### config.mk
export PLATFORM = sky130hd
export DESIGN_NAME = spi_ram_arbiter_flat
export DESIGN_NICKNAME = d
export VERILOG_FILES = /design/src/rtl/spi_ram_arbiter_if.sv /design/src/rtl/spi_ram_arbiter.sv /design/src/flat_wrapper.sv
export SDC_FILE = /design/constraint.sdc
export NUM_CORES = 1
export LEC_CHECK = 0
export BUFFER_PORTS_ARGS = -buffer_cell sky130_fd_sc_hd__buf_4
export CAP_MARGIN = 20
export CELL_PAD_IN_SITES_DETAIL_PLACEMENT = 2
export CELL_PAD_IN_SITES_GLOBAL_PLACEMENT = 2
export CORE_ASPECT_RATIO = 0.5
export CORE_MARGIN = 1
export CORE_UTILIZATION = 39
export CTS_BUF_LIST = sky130_fd_sc_hd__clkbuf_4 sky130_fd_sc_hd__clkbuf_8 sky130_fd_sc_hd__clkbuf_16
export DETAILED_ROUTE_END_ITERATION = 10
export HOLD_SLACK_MARGIN = 0.06
export PLACE_DENSITY_LB_ADDON = 0.1
export SETUP_SLACK_MARGIN = 0.4
export SLEW_MARGIN = 20
export SYNTH_ARGS = -nofsm -noshare
export SYNTH_HDL_FRONTEND = slang
export SYNTH_SLANG_ARGS = --single-unit
### constraint.sdc
create_clock -name clk -period 2.45 [get_ports clk]
set_input_delay 0.3675 -clock clk [delete_from_list [all_inputs] [get_ports clk]]
set_output_delay 0.3675 -clock clk [all_outputs]
set_load 0.005 [all_outputs]
### src/rtl/spi_ram_arbiter_if.sv
// Bus bundle between the SPI slave, the local host port and the single-port RAM.
// The arbiter is the slave side; whoever drives SPI words, host requests and RAM read data is the master side.
interface spi_ram_arbiter_if #(
  parameter int ADDR_SIZE = 8
);
  logic                 rx_valid;
  logic [9:0]           rx_data;
  logic                 tx_valid;
  logic [7:0]           tx_data;
  logic                 lcl_req;
  logic                 lcl_we;
  logic [ADDR_SIZE-1:0] lcl_addr;
  logic [7:0]           lcl_wdata;
  logic                 lcl_gnt;
  logic                 lcl_rvalid;
  logic [7:0]           lcl_rdata;
  logic                 ram_en;
  logic                 ram_we;
  logic [ADDR_SIZE-1:0] ram_addr;
  logic [7:0]           ram_wdata;
  logic [7:0]           ram_rdata;
  logic                 spi_ovf;

  modport slave (
    input  rx_valid, rx_data, lcl_req, lcl_we, lcl_addr, lcl_wdata, ram_rdata,
    output tx_valid, tx_data, lcl_gnt, lcl_rvalid, lcl_rdata,
           ram_en, ram_we, ram_addr, ram_wdata, spi_ovf
  );

  modport master (
    output rx_valid, rx_data, lcl_req, lcl_we, lcl_addr, lcl_wdata, ram_rdata,
    input  tx_valid, tx_data, lcl_gnt, lcl_rvalid, lcl_rdata,
           ram_en, ram_we, ram_addr, ram_wdata, spi_ovf
  );
endinterface

### src/rtl/spi_ram_arbiter.sv
// Owns a single-port RAM and shares it round-robin between decoded SPI command words
// and a local host port, with one RAM operation in flight at a time.
module spi_ram_arbiter #(
  parameter int ADDR_SIZE = 8,
  parameter int MEM_WIDTH = 8
) (
  input  logic              clk,
  input  logic              rst_n,
  spi_ram_arbiter_if.slave  io_bus
);

  typedef enum logic [1:0] {
    ST_IDLE   = 2'd0,
    ST_ACCESS = 2'd1,
    ST_RDWAIT = 2'd2
  } state_t;

  localparam logic RR_SPI = 1'b0;

  state_t                 r_state;
  state_t                 w_state_nxt;
  logic                   r_rr_ptr;
  logic                   w_rr_nxt;
  logic                   w_gnt_spi;
  logic                   w_gnt_lcl;

  logic [ADDR_SIZE-1:0]   r_wr_addr;
  logic [ADDR_SIZE-1:0]   r_rd_addr;
  logic                   r_pend_valid;
  logic                   r_pend_we;
  logic [ADDR_SIZE-1:0]   r_pend_addr;
  logic [MEM_WIDTH-1:0]   r_pend_wdata;
  logic                   r_spi_ovf;

  logic                   r_owner_lcl;
  logic                   r_ram_en;
  logic                   r_ram_we;
  logic [ADDR_SIZE-1:0]   r_ram_addr;
  logic [MEM_WIDTH-1:0]   r_ram_wdata;
  logic                   r_lcl_gnt;
  logic                   r_tx_valid;
  logic [7:0]             r_tx_data;
  logic                   r_lcl_rvalid;
  logic [7:0]             r_lcl_rdata;

  logic                   w_rx_op;
  logic                   w_rx_accept;
  logic                   w_rx_drop;

  // Commands 01/11 (bit 8 set) post a RAM op; a slot being granted this cycle counts as free.
  assign w_rx_op     = io_bus.rx_valid && io_bus.rx_data[8];
  assign w_rx_accept = w_rx_op && (!r_pend_valid || w_gnt_spi);
  assign w_rx_drop   = w_rx_op && !w_rx_accept;

  // State and round-robin pointer registers.
  always_ff @(posedge clk or negedge rst_n) begin
    if (!rst_n) begin
      r_state  <= ST_IDLE;
      r_rr_ptr <= RR_SPI;
    end else begin
      r_state  <= w_state_nxt;
      r_rr_ptr <= w_rr_nxt;
    end
  end

  // Arbitration and next-state; the pointer only moves when both sides compete.
  always_comb begin
    w_state_nxt = r_state;
    w_rr_nxt    = r_rr_ptr;
    w_gnt_spi   = 1'b0;
    w_gnt_lcl   = 1'b0;
    case (r_state)
      ST_IDLE: begin
        if (r_pend_valid && io_bus.lcl_req) begin
          if (r_rr_ptr == RR_SPI) begin
            w_gnt_spi = 1'b1;
          end else begin
            w_gnt_lcl = 1'b1;
          end
          w_rr_nxt    = ~r_rr_ptr;
          w_state_nxt = ST_ACCESS;
        end else if (r_pend_valid) begin
          w_gnt_spi   = 1'b1;
          w_state_nxt = ST_ACCESS;
        end else if (io_bus.lcl_req) begin
          w_gnt_lcl   = 1'b1;
          w_state_nxt = ST_ACCESS;
        end else begin
          w_state_nxt = ST_IDLE;
        end
      end
      ST_ACCESS: begin
        if (r_ram_we) begin
          w_state_nxt = ST_IDLE;
        end else begin
          w_state_nxt = ST_RDWAIT;
        end
      end
      ST_RDWAIT: w_state_nxt = ST_IDLE;
      default:   w_state_nxt = ST_IDLE;
    endcase
  end

  // SPI decode: address registers, one-deep pending op, sticky overflow.
  always_ff @(posedge clk or negedge rst_n) begin
    if (!rst_n) begin
      r_wr_addr    <= '0;
      r_rd_addr    <= '0;
      r_pend_valid <= 1'b0;
      r_pend_we    <= 1'b0;
      r_pend_addr  <= '0;
      r_pend_wdata <= '0;
      r_spi_ovf    <= 1'b0;
    end else begin
      if (io_bus.rx_valid && !io_bus.rx_data[8]) begin
        if (io_bus.rx_data[9]) begin
          r_rd_addr <= ADDR_SIZE'(io_bus.rx_data[7:0]);
        end else begin
          r_wr_addr <= ADDR_SIZE'(io_bus.rx_data[7:0]);
        end
      end
      // The address is frozen at post time so later 00/10 words cannot retarget it.
      if (w_rx_accept) begin
        r_pend_valid <= 1'b1;
        r_pend_we    <= !io_bus.rx_data[9];
        r_pend_addr  <= io_bus.rx_data[9] ? r_rd_addr : r_wr_addr;
        r_pend_wdata <= MEM_WIDTH'(io_bus.rx_data[7:0]);
      end else if (w_gnt_spi) begin
        r_pend_valid <= 1'b0;
      end
      if (w_rx_drop) begin
        r_spi_ovf <= 1'b1;
      end
    end
  end

  // RAM port, grant pulse and read-data return.
  always_ff @(posedge clk or negedge rst_n) begin
    if (!rst_n) begin
      r_owner_lcl  <= 1'b0;
      r_ram_en     <= 1'b0;
      r_ram_we     <= 1'b0;
      r_ram_addr   <= '0;
      r_ram_wdata  <= '0;
      r_lcl_gnt    <= 1'b0;
      r_tx_valid   <= 1'b0;
      r_tx_data    <= 8'h00;
      r_lcl_rvalid <= 1'b0;
      r_lcl_rdata  <= 8'h00;
    end else begin
      r_ram_en  <= w_gnt_spi || w_gnt_lcl;
      r_lcl_gnt <= w_gnt_lcl;
      if (w_gnt_spi) begin
        r_owner_lcl <= 1'b0;
        r_ram_we    <= r_pend_we;
        r_ram_addr  <= r_pend_addr;
        r_ram_wdata <= r_pend_wdata;
      end else if (w_gnt_lcl) begin
        r_owner_lcl <= 1'b1;
        r_ram_we    <= io_bus.lcl_we;
        r_ram_addr  <= io_bus.lcl_addr;
        r_ram_wdata <= MEM_WIDTH'(io_bus.lcl_wdata);
      end
      r_tx_valid   <= (r_state == ST_RDWAIT) && !r_owner_lcl;
      r_lcl_rvalid <= (r_state == ST_RDWAIT) && r_owner_lcl;
      if (r_state == ST_RDWAIT) begin
        if (r_owner_lcl) begin
          r_lcl_rdata <= io_bus.ram_rdata;
        end else begin
          r_tx_data <= io_bus.ram_rdata;
        end
      end
    end
  end

  assign io_bus.tx_valid   = r_tx_valid;
  assign io_bus.tx_data    = r_tx_data;
  assign io_bus.lcl_gnt    = r_lcl_gnt;
  assign io_bus.lcl_rvalid = r_lcl_rvalid;
  assign io_bus.lcl_rdata  = r_lcl_rdata;
  assign io_bus.ram_en     = r_ram_en;
  assign io_bus.ram_we     = r_ram_we;
  assign io_bus.ram_addr   = r_ram_addr;
  assign io_bus.ram_wdata  = 8'(r_ram_wdata);
  assign io_bus.spi_ovf    = r_spi_ovf;

endmodule

### src/flat_wrapper.sv
// flat-port wrapper written by rule: the top's interface ports become plain ports
module spi_ram_arbiter_flat 
#(
  parameter int ADDR_SIZE = 8,
  parameter int MEM_WIDTH = 8
)
  (clk, rst_n, io_bus_rx_valid, io_bus_rx_data, io_bus_lcl_req, io_bus_lcl_we, io_bus_lcl_addr, io_bus_lcl_wdata, io_bus_ram_rdata, io_bus_tx_valid, io_bus_tx_data, io_bus_lcl_gnt, io_bus_lcl_rvalid, io_bus_lcl_rdata, io_bus_ram_en, io_bus_ram_we, io_bus_ram_addr, io_bus_ram_wdata, io_bus_spi_ovf);
  spi_ram_arbiter_if #(.ADDR_SIZE(ADDR_SIZE)) io_bus_i ();
  input  logic clk;
  input  logic rst_n;
  input wire logic [$bits(io_bus_i.rx_valid)-1:0] io_bus_rx_valid;
  input wire logic [$bits(io_bus_i.rx_data)-1:0] io_bus_rx_data;
  input wire logic [$bits(io_bus_i.lcl_req)-1:0] io_bus_lcl_req;
  input wire logic [$bits(io_bus_i.lcl_we)-1:0] io_bus_lcl_we;
  input wire logic [$bits(io_bus_i.lcl_addr)-1:0] io_bus_lcl_addr;
  input wire logic [$bits(io_bus_i.lcl_wdata)-1:0] io_bus_lcl_wdata;
  input wire logic [$bits(io_bus_i.ram_rdata)-1:0] io_bus_ram_rdata;
  output wire logic [$bits(io_bus_i.tx_valid)-1:0] io_bus_tx_valid;
  output wire logic [$bits(io_bus_i.tx_data)-1:0] io_bus_tx_data;
  output wire logic [$bits(io_bus_i.lcl_gnt)-1:0] io_bus_lcl_gnt;
  output wire logic [$bits(io_bus_i.lcl_rvalid)-1:0] io_bus_lcl_rvalid;
  output wire logic [$bits(io_bus_i.lcl_rdata)-1:0] io_bus_lcl_rdata;
  output wire logic [$bits(io_bus_i.ram_en)-1:0] io_bus_ram_en;
  output wire logic [$bits(io_bus_i.ram_we)-1:0] io_bus_ram_we;
  output wire logic [$bits(io_bus_i.ram_addr)-1:0] io_bus_ram_addr;
  output wire logic [$bits(io_bus_i.ram_wdata)-1:0] io_bus_ram_wdata;
  output wire logic [$bits(io_bus_i.spi_ovf)-1:0] io_bus_spi_ovf;
  assign io_bus_i.rx_valid = io_bus_rx_valid;
  assign io_bus_i.rx_data = io_bus_rx_data;
  assign io_bus_i.lcl_req = io_bus_lcl_req;
  assign io_bus_i.lcl_we = io_bus_lcl_we;
  assign io_bus_i.lcl_addr = io_bus_lcl_addr;
  assign io_bus_i.lcl_wdata = io_bus_lcl_wdata;
  assign io_bus_i.ram_rdata = io_bus_ram_rdata;
  assign io_bus_tx_valid = io_bus_i.tx_valid;
  assign io_bus_tx_data = io_bus_i.tx_data;
  assign io_bus_lcl_gnt = io_bus_i.lcl_gnt;
  assign io_bus_lcl_rvalid = io_bus_i.lcl_rvalid;
  assign io_bus_lcl_rdata = io_bus_i.lcl_rdata;
  assign io_bus_ram_en = io_bus_i.ram_en;
  assign io_bus_ram_we = io_bus_i.ram_we;
  assign io_bus_ram_addr = io_bus_i.ram_addr;
  assign io_bus_ram_wdata = io_bus_i.ram_wdata;
  assign io_bus_spi_ovf = io_bus_i.spi_ovf;
  spi_ram_arbiter #(.ADDR_SIZE(ADDR_SIZE), .MEM_WIDTH(MEM_WIDTH)) u_core (.clk(clk), .rst_n(rst_n), .io_bus(io_bus_i));
endmodule
==> flow_summary.yaml <==
pwr:
  clockPowerShare: 0.256
  combPwrFrac: 0.354
  p_int_mw: 3.815
  ir_worst_vdd_mv: 0.5218
  p_per_area_mw_per_mm2: 1323
  p_leak_nw: 1.949
  p_switching_mw: 1.748
  sw_frac_of_total: 0.3142
  total_power_mw: 5.564
  pwr-share-seq: 0.390
floorplan:
  io_pins: 77
  die_x_um: 130.0
  initial_utilization: 0.4193
  dieArea_mm2: 0.008585
  die_y_um: 66.02
  fp-row-count: 22
  fp.coreArea_mm2: 0.007625
clock_tree:
  cts_made_buffers: 9
  htree_levels: 3
  postCtsResizedCells: 0
  cts_hold_repair.buffers: 0
  clk_latency_ns: 0.34
  cts_setup_buffers: 0
  cts_tree: "built"
  clock-root-buffer: "clkbuf_16"
  clk_path_buf_depth: 2
  cts_num_sinks: 76
  path_clk_slew_ns: 0.06
critical_path:
  worst-path-max-fanout: 17
  r2r_cells: 3
  path_class: "reg -> reg"
  end_kind: "flip-flop"
  cp.required_ns: 2.66
  cp-startpoint: "u_core.r_state[1]"
  critical-path-slowest-cell: "a21oi_4"
  max_stage_delay_ns: 0.51
  timing.rr.start: "u_core.r_state[1]"
  reg2reg_to: "u_core.r_pend_wdata[0]"
  rrSetupSlack_ns: 0.55
  crit_path_start_kind: "flip-flop"
  path_cells: "a211o_1 -> a21oi_4 -> mux2_2"
  endpoint: "u_core.r_pend_wdata[0]"
  path_buf_inv: 0
  crit_family: "compound AO/OA/AOI/OAI gates"
  critical_path_depth: 3
  worstPathArrival_ns: 2.11
sta:
  tightest_slew_ns: 0.9531
  holdWs_ns: 0.1882
  drv_slew: 0
  layout_min_cycle_time_ns: 1.900
  setup_violations: 0
  fmax_mhz: 526.4
  setup_tns_ns: 0
  finClkSkew_ns: 0.004208
  finalHoldViolCount: 0
  rsz0062_at_grt: "false"
  max_slew_margin: 0.3646
  fin_crit_sh: 0.7754
outcome:
  status: "complete, no violations"
run:
  maxCapViolations: 0
synth:
  yosysTopAreaCellShare: 0.5949
  synth.largest_area_cell: "dfrtp_1"
  synth.area.top_cells: "dfrtp_1 (59%), mux2_2 (17%), a221o_1 (5.3%)"
  synth-seq-cells: 76
  synth_fa_ha_area_frac: 0
  synth_mux_area_frac: 0.2004
  synth-xor-area-share: 0.002740
  ys_top_cells_by_count: "dfrtp_1 (76), mux2_2 (47), nor3b_1 (19)"
  synthArstFlopShare: 1.000
  ys_types: 26
  synth_top_family_by_area: "multiplexers"
  synth_area_mm2: 0.003197
  ys_seq_area_frac: 0.5949
  synth_edf_count: 0
  yosys.area_share.simple: 0.1002
  synth_compound_gate_area_share: 0.07632
  synth.most_common_cell: "dfrtp_1"
  syn_avg_cell_area_um2: 14.34
  yosys_warnings: 0
  syn_nets: 262
  synth_ff_type: "dfrtp_1"
  syn_inst: 223
detailed_routing:
  via_count: 2102
  drtIter0Drc: 49
  wl_met1_um: 3989
  routed_wl_um: 8218
  met3_length_um: 451
  vias_per_cell: 5.053
  wire_per_inst_um: 19.75
  dr.pass1.iters: 3
  topRoutingLayerUsed: "met4"
  ant_nets: 0
  drc: 0
  dr_wl_met2_um: 3649
final_layout:
  final_design_area_no_fill_mm2: 0.004204
  area_delta_synth_final_pct: 31.51
  fin_nets: 342
  antenna_cells: 0
  multiInputGateArea_mm2: 0.001214
  seq_area_mm2: 0.001902
  nFillCells: 730
  final_layout_size_suffix_gt1_frac: 0.4903
grt:
  grt_pass1_wl_um: 13190
  antenna_found_initial: 0
  grt_max_degree: 77
  grt_use_total: 0.2175
  grt-ovfl-total: 0
  grt_pass1_vias: 2295
placed_design:
  dpl.hpwl_um: 5863
  dpl_cell_area_mm2: 0.003877
  portBuffers: 76
  gp_congestion: 0.7476
worst_hold_path:
  hp-class: "in -> async"
==> layout by cell type, fill, tap and decap left out <==
master      instances
buf_4              81
dfrtp_1            76
mux2_2             47
nor3b_1            19
and3_1             18
a221o_1            17
mux2_1              9
clkbuf_16           9
inv_1               5
nand2_1             4
clkinvlp_4          3
nand3b_1            2
bufinv_16           2
nor2_1              1
o21ai_2             1
a21oi_1             1
a211o_1             1
a21oi_4             1
nor3b_2             1
mux2i_1             1
a211oi_4            1
nand2_2             1
nor2_2              1
or2_2               1
xnor2_1             1
o21a_1              1
o21bai_1            1
clkinv_2            1
clkbuf_8            1
==> cells by family after synthesis <==
logic type | after synthesis
buffers and inverters | 17
AO/OA/AOI/OAI | 24
AND/OR/NAND/NOR | 48
flip-flops | 76
XOR/XNOR | 1
multiplexers | 57
==> stage by stage <==
stage,std cells,util,setup WS (ns)
5_1_grt,416,0.5514,0.4784
4_1_cts,416,0.5514,0.5507
3_3_place_gp,400,0.5085,0.6062
2_1_floorplan,223,-,0.8178
6_report,416,0.5514,0.5504
3_5_place_dp,400,0.5085,0.5536
==> metal layers <==
layer  global-route usage  vias up
met1               0.2879     1056
met4              0.07849        0
met5                    0        -
li1                     -      983
met2               0.3324       53
met3              0.07282       10
==> state kept, by name (all words and copies together) (netlist names), 2 cells and up <==
signal / flops
u_core.r_wr_addr: 8
u_core.r_rd_addr: 8
u_core.r_pend_wdata: 8
u_core.io_bus.ram_addr: 8
u_core.io_bus.lcl_rdata: 8
u_core.r_state: 2
u_core.io_bus.ram_wdata: 8
u_core.r_pend_addr: 8
u_core.io_bus.tx_data: 8
==> how the worst min path moves through the flow <==
stage                     slack (ns)  cells past startpoint                          to                    from
after floorplan                 0.07                      0       u_core.io_bus.lcl_gnt                   rst_n
after global placement          0.47                      1      u_core.r_pend_wdata[5]  u_core.r_pend_wdata[5]
after detailed placement        0.47                      1      u_core.r_pend_wdata[4]  u_core.r_pend_wdata[4]
after CTS                       0.23                      1  u_core.io_bus.lcl_rdata[4]                   rst_n
after global routing            0.24                      1    u_core.io_bus.tx_data[4]                   rst_n
final                           0.19                      1    u_core.io_bus.tx_data[4]                   rst_n
==> worst register-to-register path, delay by kind of cell (launching register included) <==
family | cells | cell delay (ns)
AO/OA/AOI/OAI | 2 | 0.89
flip-flops | 1 | 0.47
multiplexers | 1 | 0.41
==> layout make-up <==
type / count / area share
timing repair buffer: 81 / 0.1446
inverter: 5 / 0.004464
clock buffer: 10 / 0.05685
tap: 108 / 0.03214
clock inverter: 6 / 0.02083
multi-input combinational: 130 / 0.2887
sequential: 76 / 0.4524
==> power groups by stage <==
stage	clock [mW]	sequential (mW)	combinational [mW]
final	1.43	2.17	1.97
after global routing	1.51	2.24	2.16
after CTS	1.46	2.17	2.00
after detailed placement	0	2.19	1.98
after global placement	0	2.15	1.86
after floorplan	0	2.09	1.13
Note: power is estimated with default switching activity, not from simulation.
